===== config.mk =====
export PLATFORM = sky130hd
export DESIGN_NAME = instr_fetch_buffer
export DESIGN_NICKNAME = d
export VERILOG_FILES = /design/src/rtl/fetch_pkg.sv /design/src/rtl/fetch_fifo.sv /design/src/rtl/fetch_fifo_chk.sv /design/src/rtl/instr_fetch_buffer.sv
export SDC_FILE = /design/constraint.sdc
export NUM_CORES = 1
export LEC_CHECK = 0
export ABC_CLOCK_PERIOD_IN_PS = 9100
export BUFFER_PORTS_ARGS = -buffer_cell sky130_fd_sc_hd__buf_4
export CAP_MARGIN = 10
export CORE_UTILIZATION = 60
export DETAILED_ROUTE_END_ITERATION = 6
export GPL_ROUTABILITY_DRIVEN = 1
export GPL_TIMING_DRIVEN = 1
export HOLD_SLACK_MARGIN = 0.06
export PLACE_DENSITY = 0.82
export SLEW_MARGIN = 5
export SYNTH_ARGS = -nofsm -noshare
export SYNTH_HDL_FRONTEND = slang
export SYNTH_SLANG_ARGS = --single-unit

===== constraint.sdc =====
create_clock -name clk -period 9.1 [get_ports clk]
set_clock_uncertainty 0.1 [all_clocks]
set_input_delay 1.82 -clock clk [delete_from_list [all_inputs] [get_ports clk]]
set_output_delay 1.82 -clock clk [all_outputs]
set_load 0.05 [all_outputs]

===== src/rtl/fetch_pkg.sv =====
// Shared types and constants for the instruction fetch front-end.
package fetch_pkg;

    typedef struct packed {
        logic [31:0] pc;
        logic [31:0] instr;
    } fetch_entry_t;

    localparam logic [31:0] PC_STEP   = 32'd4;
    localparam logic [31:0] NOP_INSTR = 32'h0000_0000;

    // Instruction addresses are always word aligned.
    function automatic logic [31:0] align_pc(input logic [31:0] pc);
        return {pc[31:2], 2'b00};
    endfunction

endpackage


===== src/rtl/fetch_fifo.sv =====
// Synchronous FIFO of {pc,instr} entries with a flush (clear) input.
module fetch_fifo
    import fetch_pkg::*;
#(
    parameter int DEPTH = 4
) (
    input  logic                       clk,
    input  logic                       reset,
    input  logic                       clear,
    input  logic                       push,
    input  fetch_entry_t               push_data,
    input  logic                       pop,
    output fetch_entry_t               head,
    output logic [$clog2(DEPTH):0]     count,
    output logic                       full,
    output logic                       empty
);

    localparam int AW    = $clog2(DEPTH);
    localparam int CNT_W = AW + 1;
    localparam logic [CNT_W-1:0] DEPTH_C = CNT_W'(DEPTH);

    fetch_entry_t       mem_r [DEPTH];
    logic [AW-1:0]      wr_ptr_r;
    logic [AW-1:0]      rd_ptr_r;
    logic [CNT_W-1:0]   count_r;
    logic               do_push_s;
    logic               do_pop_s;

    // Status flags and guarded handshakes.
    always_comb begin
        full      = (count_r == DEPTH_C);
        empty     = (count_r == {CNT_W{1'b0}});
        count     = count_r;
        head      = mem_r[rd_ptr_r];
        do_push_s = push && !full;
        do_pop_s  = pop && !empty;
    end

    // Pointer and occupancy bookkeeping; clear empties the queue in one cycle.
    always_ff @(posedge clk) begin
        if (reset || clear) begin
            wr_ptr_r <= {AW{1'b0}};
            rd_ptr_r <= {AW{1'b0}};
            count_r  <= {CNT_W{1'b0}};
        end else begin
            if (do_push_s) begin
                wr_ptr_r <= wr_ptr_r + AW'(1);
            end
            if (do_pop_s) begin
                rd_ptr_r <= rd_ptr_r + AW'(1);
            end
            case ({do_push_s, do_pop_s})
                2'b10:   count_r <= count_r + CNT_W'(1);
                2'b01:   count_r <= count_r - CNT_W'(1);
                default: count_r <= count_r;
            endcase
        end
    end

    // Entry storage; contents beyond the valid window are don't-care.
    always_ff @(posedge clk) begin
        if (do_push_s && !clear) begin
            mem_r[wr_ptr_r] <= push_data;
        end
    end

endmodule


===== src/rtl/fetch_fifo_chk.sv =====
// Checker: a kept response must never find the prefetch FIFO already full.
module fetch_fifo_chk (
    input logic clk,
    input logic reset,
    input logic push,
    input logic full
);

    // Credit accounting is meant to make this unreachable.
    always @(posedge clk) begin
        if (!reset) begin
            assert (!(push && full)) else $error("fetch_fifo overflow: response pushed while full");
        end
    end

endmodule


===== src/rtl/instr_fetch_buffer.sv =====
// Fetch front-end: sequential prefetch into a FIFO with redirect flush.
// Optional FETCH_PERF_CNT_EN adds perf_stall_cnt / perf_flush_cnt outputs.
module instr_fetch_buffer
    import fetch_pkg::*;
#(
    parameter int          DEPTH     = 4,
    parameter int          MAX_OUTST = 2,
    parameter logic [31:0] RESET_PC  = 32'h0000_0000
) (
    input  logic        clk,
    input  logic        reset,
    output logic        imem_req_valid,
    input  logic        imem_req_ready,
    output logic [31:0] imem_req_addr,
    input  logic        imem_rsp_valid,
    input  logic [31:0] imem_rsp_data,
    output logic        instr_valid,
    input  logic        instr_ready,
    output logic [31:0] instr,
    output logic [31:0] instr_pc,
    input  logic        redirect_valid,
    input  logic [31:0] redirect_pc
`ifdef FETCH_PERF_CNT_EN
    ,
    output logic [31:0] perf_stall_cnt,
    output logic [31:0] perf_flush_cnt
`endif
);

    localparam int CNT_W = $clog2(DEPTH) + 1;
    localparam logic [CNT_W-1:0] DEPTH_C = CNT_W'(DEPTH);
    localparam logic [CNT_W-1:0] MAX_C   = CNT_W'(MAX_OUTST);
    localparam logic [CNT_W-1:0] ZERO_C  = {CNT_W{1'b0}};

    logic [31:0]      fetch_pc_r;
    logic [31:0]      rsp_pc_r;
    logic [CNT_W-1:0] outst_r;
    logic [CNT_W-1:0] drop_r;
    logic [CNT_W-1:0] outst_next_s;
    logic [CNT_W:0]   occupancy_s;
    logic             req_valid_s;
    logic             req_fire_s;
    logic             keep_s;
    logic             pop_s;
    fetch_entry_t     push_entry_s;
    fetch_entry_t     head_s;
    logic [CNT_W-1:0] fifo_count_s;
    logic             fifo_full_s;
    logic             fifo_empty_s;

    // Credit check: every accepted request must already own a FIFO slot.
    always_comb begin
        occupancy_s  = {1'b0, outst_r} + {1'b0, fifo_count_s};
        req_valid_s  = !reset && (occupancy_s < {1'b0, DEPTH_C}) && (outst_r < MAX_C);
        req_fire_s   = req_valid_s && imem_req_ready;
        keep_s       = imem_rsp_valid && (drop_r == ZERO_C) && !redirect_valid;
        pop_s        = !fifo_empty_s && instr_ready && !redirect_valid;
        push_entry_s = '{pc: rsp_pc_r, instr: imem_rsp_data};
        case ({req_fire_s, imem_rsp_valid})
            2'b10:   outst_next_s = outst_r + CNT_W'(1);
            2'b01:   outst_next_s = outst_r - CNT_W'(1);
            default: outst_next_s = outst_r;
        endcase
    end

    // Fetch/response PCs and in-flight accounting; a redirect marks every
    // live request, including one accepted this cycle, as wrong-path.
    always_ff @(posedge clk) begin
        if (reset) begin
            fetch_pc_r <= RESET_PC;
            rsp_pc_r   <= RESET_PC;
            outst_r    <= ZERO_C;
            drop_r     <= ZERO_C;
        end else begin
            outst_r <= outst_next_s;
            if (redirect_valid) begin
                drop_r     <= outst_next_s;
                fetch_pc_r <= align_pc(redirect_pc);
                rsp_pc_r   <= align_pc(redirect_pc);
            end else begin
                if (imem_rsp_valid && (drop_r != ZERO_C)) begin
                    drop_r <= drop_r - CNT_W'(1);
                end
                if (req_fire_s) begin
                    fetch_pc_r <= fetch_pc_r + PC_STEP;
                end
                if (keep_s) begin
                    rsp_pc_r <= rsp_pc_r + PC_STEP;
                end
            end
        end
    end

    fetch_fifo #(
        .DEPTH (DEPTH)
    ) u_fifo (
        .clk       (clk),
        .reset     (reset),
        .clear     (redirect_valid),
        .push      (keep_s),
        .push_data (push_entry_s),
        .pop       (pop_s),
        .head      (head_s),
        .count     (fifo_count_s),
        .full      (fifo_full_s),
        .empty     (fifo_empty_s)
    );

    fetch_fifo_chk u_fifo_chk (
        .clk   (clk),
        .reset (reset),
        .push  (keep_s),
        .full  (fifo_full_s)
    );

    // Datapath-facing outputs are driven from FIFO state; zeroed when empty.
    always_comb begin
        imem_req_valid = req_valid_s;
        imem_req_addr  = fetch_pc_r;
        instr_valid    = !fifo_empty_s;
        if (!fifo_empty_s) begin
            instr    = head_s.instr;
            instr_pc = head_s.pc;
        end else begin
            instr    = NOP_INSTR;
            instr_pc = 32'h0000_0000;
        end
    end

`ifdef FETCH_PERF_CNT_EN
    logic [31:0] stall_cnt_r;
    logic [31:0] flush_cnt_r;

    // Saturating counters of starved consume cycles and redirects.
    always_ff @(posedge clk) begin
        if (reset) begin
            stall_cnt_r <= 32'd0;
            flush_cnt_r <= 32'd0;
        end else begin
            if (instr_ready && fifo_empty_s && (stall_cnt_r != 32'hFFFF_FFFF)) begin
                stall_cnt_r <= stall_cnt_r + 32'd1;
            end
            if (redirect_valid && (flush_cnt_r != 32'hFFFF_FFFF)) begin
                flush_cnt_r <= flush_cnt_r + 32'd1;
            end
        end
    end

    assign perf_stall_cnt = stall_cnt_r;
    assign perf_flush_cnt = flush_cnt_r;
`else
    // Performance counters are not built in this configuration.
`endif

endmodule


==> metrics.md <==
| Metric | Value |
|---|---|
| Post-Route Utilization | `72.6%` |
| Final worst path period need | `4920 ps` |
| First-pass GRT wire length | `42100 µm` |
| Total power | `3.38 mW` |
| FP Rows | `54` |
| P per Cell Area | `213 mW/mm²` |
| Crit path max-delay cell type | `buf_4` |
| Initial antenna violation count | `0` |
| Pin count of the biggest net entering global routing | `65` |
| Seq/Total Area, Yosys | `66.4%` |
| Critical Path Start Type | `register` |
| Status | `complete, no violations` |
| Finish-stage setup viols | `0` |
| Worst R2R Setup Slack | `5930 ps` |
| CTS root buffer | `clkbuf_16` |
| Final setup margin | `4180 ps` |
| MaxCap Viol Count | `0` |
| Crit path kind | `register to primary output` |
| Crit path buf inv count | `2` |
| Post-synth ARST share | `0%` |
| Core area | `0.0219 mm²` |
| Ant diodes | `0` |
| Syn Inst Count | `890` |
| Routed vias/inst | `5.89` |
| Pre-antenna DRT Iters | `5` |
| Slew @ Worst Pin | `987 ps` |
| Number of enable flip-flop cells after synthesis | `248` |
| Post-Place Worst Slack | `4290 ps` |
| Post_cts resized | `0` |
| Number of port buffers | `161` |
| Post-CTS Repair Setup Buffers | `0` |
| Maximum VDD drop | `0.000161 V` |
| Die ar. | `0.0231 mm²` |
| Yosys cell types | `49` |
| Synth warnings | `0` |
| Cell depth of the worst hold path | `2` |
| Routability cong. | `0.869` |
| Die Span X | `152 µm` |
| Top_reg_cell synth | `edfxtp_1` |
| CP cell instances | `buf_4, mux4_2, nor2b_1, buf_4` |
| Critical path fanouts, max | `43` |
| Share of cells above drive strength 1 | `27.4%` |
| Hold path endpoint | `imem_req_addr[31]` |
| Slew headroom | `33.7%` |
| Delay-heaviest family, CP | `buffers and inverters` |
| CTS tree | `yes` |
| Leading area contributor after synthesis | `edfxtp_1` |
| # fillers | `1430` |
| HP Start | `imem_req_addr[31]` |
| Count leader, synth | `edfxtp_1` |
| CTS Sinks | `323` |
| I/O pin count | `168` |
| Fmax | `0.203 GHz` |
| Commonest cells in the synthesized netlist | `248 x edfxtp_1, 75 x dfxtp_1, 64 x nor2b_1, 62 x mux4_2, 44 x xnor2_1` |
| Sum Neg Setup Slack | `0 ps` |
| Clk pin slew, worst setup/hold paths | `70 ps` |
| Gr usage total | `23.1%` |
| Area of the multi-input gates | `0.00418 mm²` |
| Post-detail-place hpwl | `16000 µm` |
| Final net count | `1128` |
| Routed WL | `26900 µm` |
| Reg2reg path depth | `6` |
| Critical Path Max Stage Delay | `750 ps` |
| CTS buffer count | `30` |
| Drt drc | `0` |
| Fin. Hold Viols | `0` |
| Number of routed nets with antenna violations | `0` |
| Synth Cell Area | `0.0135 mm²` |
| Hold crit path type | `register to register` |
| Reg2reg end | `u_fifo.mem_r[0][19]` |
| Via count | `7933` |
| Worst r2r src | `drop_r[0]` |
| Clock latency on the worst-skew pair | `550 ps` |
| Drt wl/cell | `20.0 µm` |
| Hold Buf Count CTS | `0` |
| Max clock buf depth | `3` |
| Number of synthesized register bits | `323` |
| H-tree levels | `1` |
| Fin crit share | `54.1%` |
| Synth area leaders | `edfxtp_1 55%, dfxtp_1 11%, mux4_2 10%` |
| Syn Area/Cell | `15.1 µm²` |
| Most frequent CP cell | `buf_4` |
| Vias in the first global route | `7884` |
| CP endpoint kind | `primary output` |
| Fin. max-slew vios | `0` |
| Worst EP required | `7180 ps` |
| Layout area overhead | `18.0%` |
| Sequential standard cell area | `0.00895 mm²` |
| Overflow after GRT | `0` |
| Initial Utilization | `61.6%` |
| Leakage | `5.45 nW` |
| RSZ-0062 raised after global routing | `false` |
| Die height | `152 µm` |
| Crit path DAT | `3000 ps` |
| Post-synth top area share | `55.3%` |
| 1st-iter DRT viols | `496` |
final cells by class:
class / instances / area share (%)
Tap cell: 280 / 2.20
Clock inverter: 17 / 0.889
Timing Repair Buffer: 169 / 7.98
Multi-Input combinational cell: 478 / 26.3
Inverter: 42 / 0.992
Clock buffer: 39 / 5.33
Sequential cell: 323 / 56.3
worst max-delay path by stage:
stage / start / slack, ps / cells after the start / end
6_report: register / 4180 / 4 / instr_pc[31]
5_1_grt: register / 4000 / 4 / instr[15]
4_1_cts: register / 4110 / 4 / instr[15]
3_5_place_dp: reset / 4290 / 4 / imem_req_valid
3_3_place_gp: reset / 4280 / 4 / imem_req_valid
2_1_floorplan: imem_rsp_valid / 4430 / 3 / u_fifo.mem_r[0][0]
layout by cell type (no fill, tap or decap), drive strengths merged, types with 2 or more instances in the layout:
cell and n:
edfxtp 248, buf 169, dfxtp 75, nor2b 64
mux4 62, inv 48, xnor2 44, a21boi 39
clkbuf 39, a21oi 35, nor2 30, nand2 22
nand3 20, nand4 20, nor3 19, xor2 18
nor4 15, and3 12, ha 12, and4 11
clkinv 9, o22ai 6, a211oi 5, and2 5
o21ai 4, conb 4, o21bai 3, or2 2
or3 2, mux2i 2, a21o 2, a31oi 2
nor3b 2, nand3b 2, a311oi 2, o21a 2
fa 2
report_power, final:
group | leakage, nW | internal [mW] | total (mW) | switching, mW
sequential | 2.88 | 1.67 | 1.72 | 0.0582
combinational | 2.08 | 0.162 | 0.420 | 0.257
clock | 0.490 | 0.693 | 1.24 | 0.542
kinds of logic after synthesis:
group                      count (synthesis)  synth area share [%]
and+or+nand+nor                          230                  9.80
xor gates and xnor gates                  62                  4.03
muxes                                     65                  10.6
adders and majority gates                 14                  1.41
AOI/OAI and AO/OA                        103                  5.00
DFF                                      323                  66.4
other                                      1                0.0278
buffers and inverters                     92                  2.74
registers in the layout, summed over array words and instances, names as in the netlist, named ones only:
signal / cells
drop_r: 3
imem_req_addr: 30
outst_r: 3
rsp_pc_r: 30
u_fifo.count: 3
u_fifo.mem_r: 248
u_fifo.rd_ptr_r: 2
u_fifo.wr_ptr_r: 2
metrics by stage:
step	hold slack [ps]	cells	area (µm²)
after floorplan	358	893	13500
after global placement	405	1292	14900
after detailed placement	404	1292	14900
after CTS	422	1348	15900
after global routing	468	1348	15900
final	434	1348	15900
worst reg2reg max path, stage by stage (launching register included):
cell	delay, ps
dfxtp_1	300
inv_1	100
ha_1	200
nand3b_1	310
a311oi_1	760
and2_2	260
buf_4	690
layer usage:
layer	part of all wire [%]	wire (µm)	vias up	GRT usage, %
li1	-	-	3655	-
met1	41	11100	3873	32.1
met2	49	13100	357	38.0
met3	8.1	2180	48	4.02
met4	2.0	544	0	6.57
met5	0	0	-	0
No activity file was read; power rests on OpenSTA's default activity.
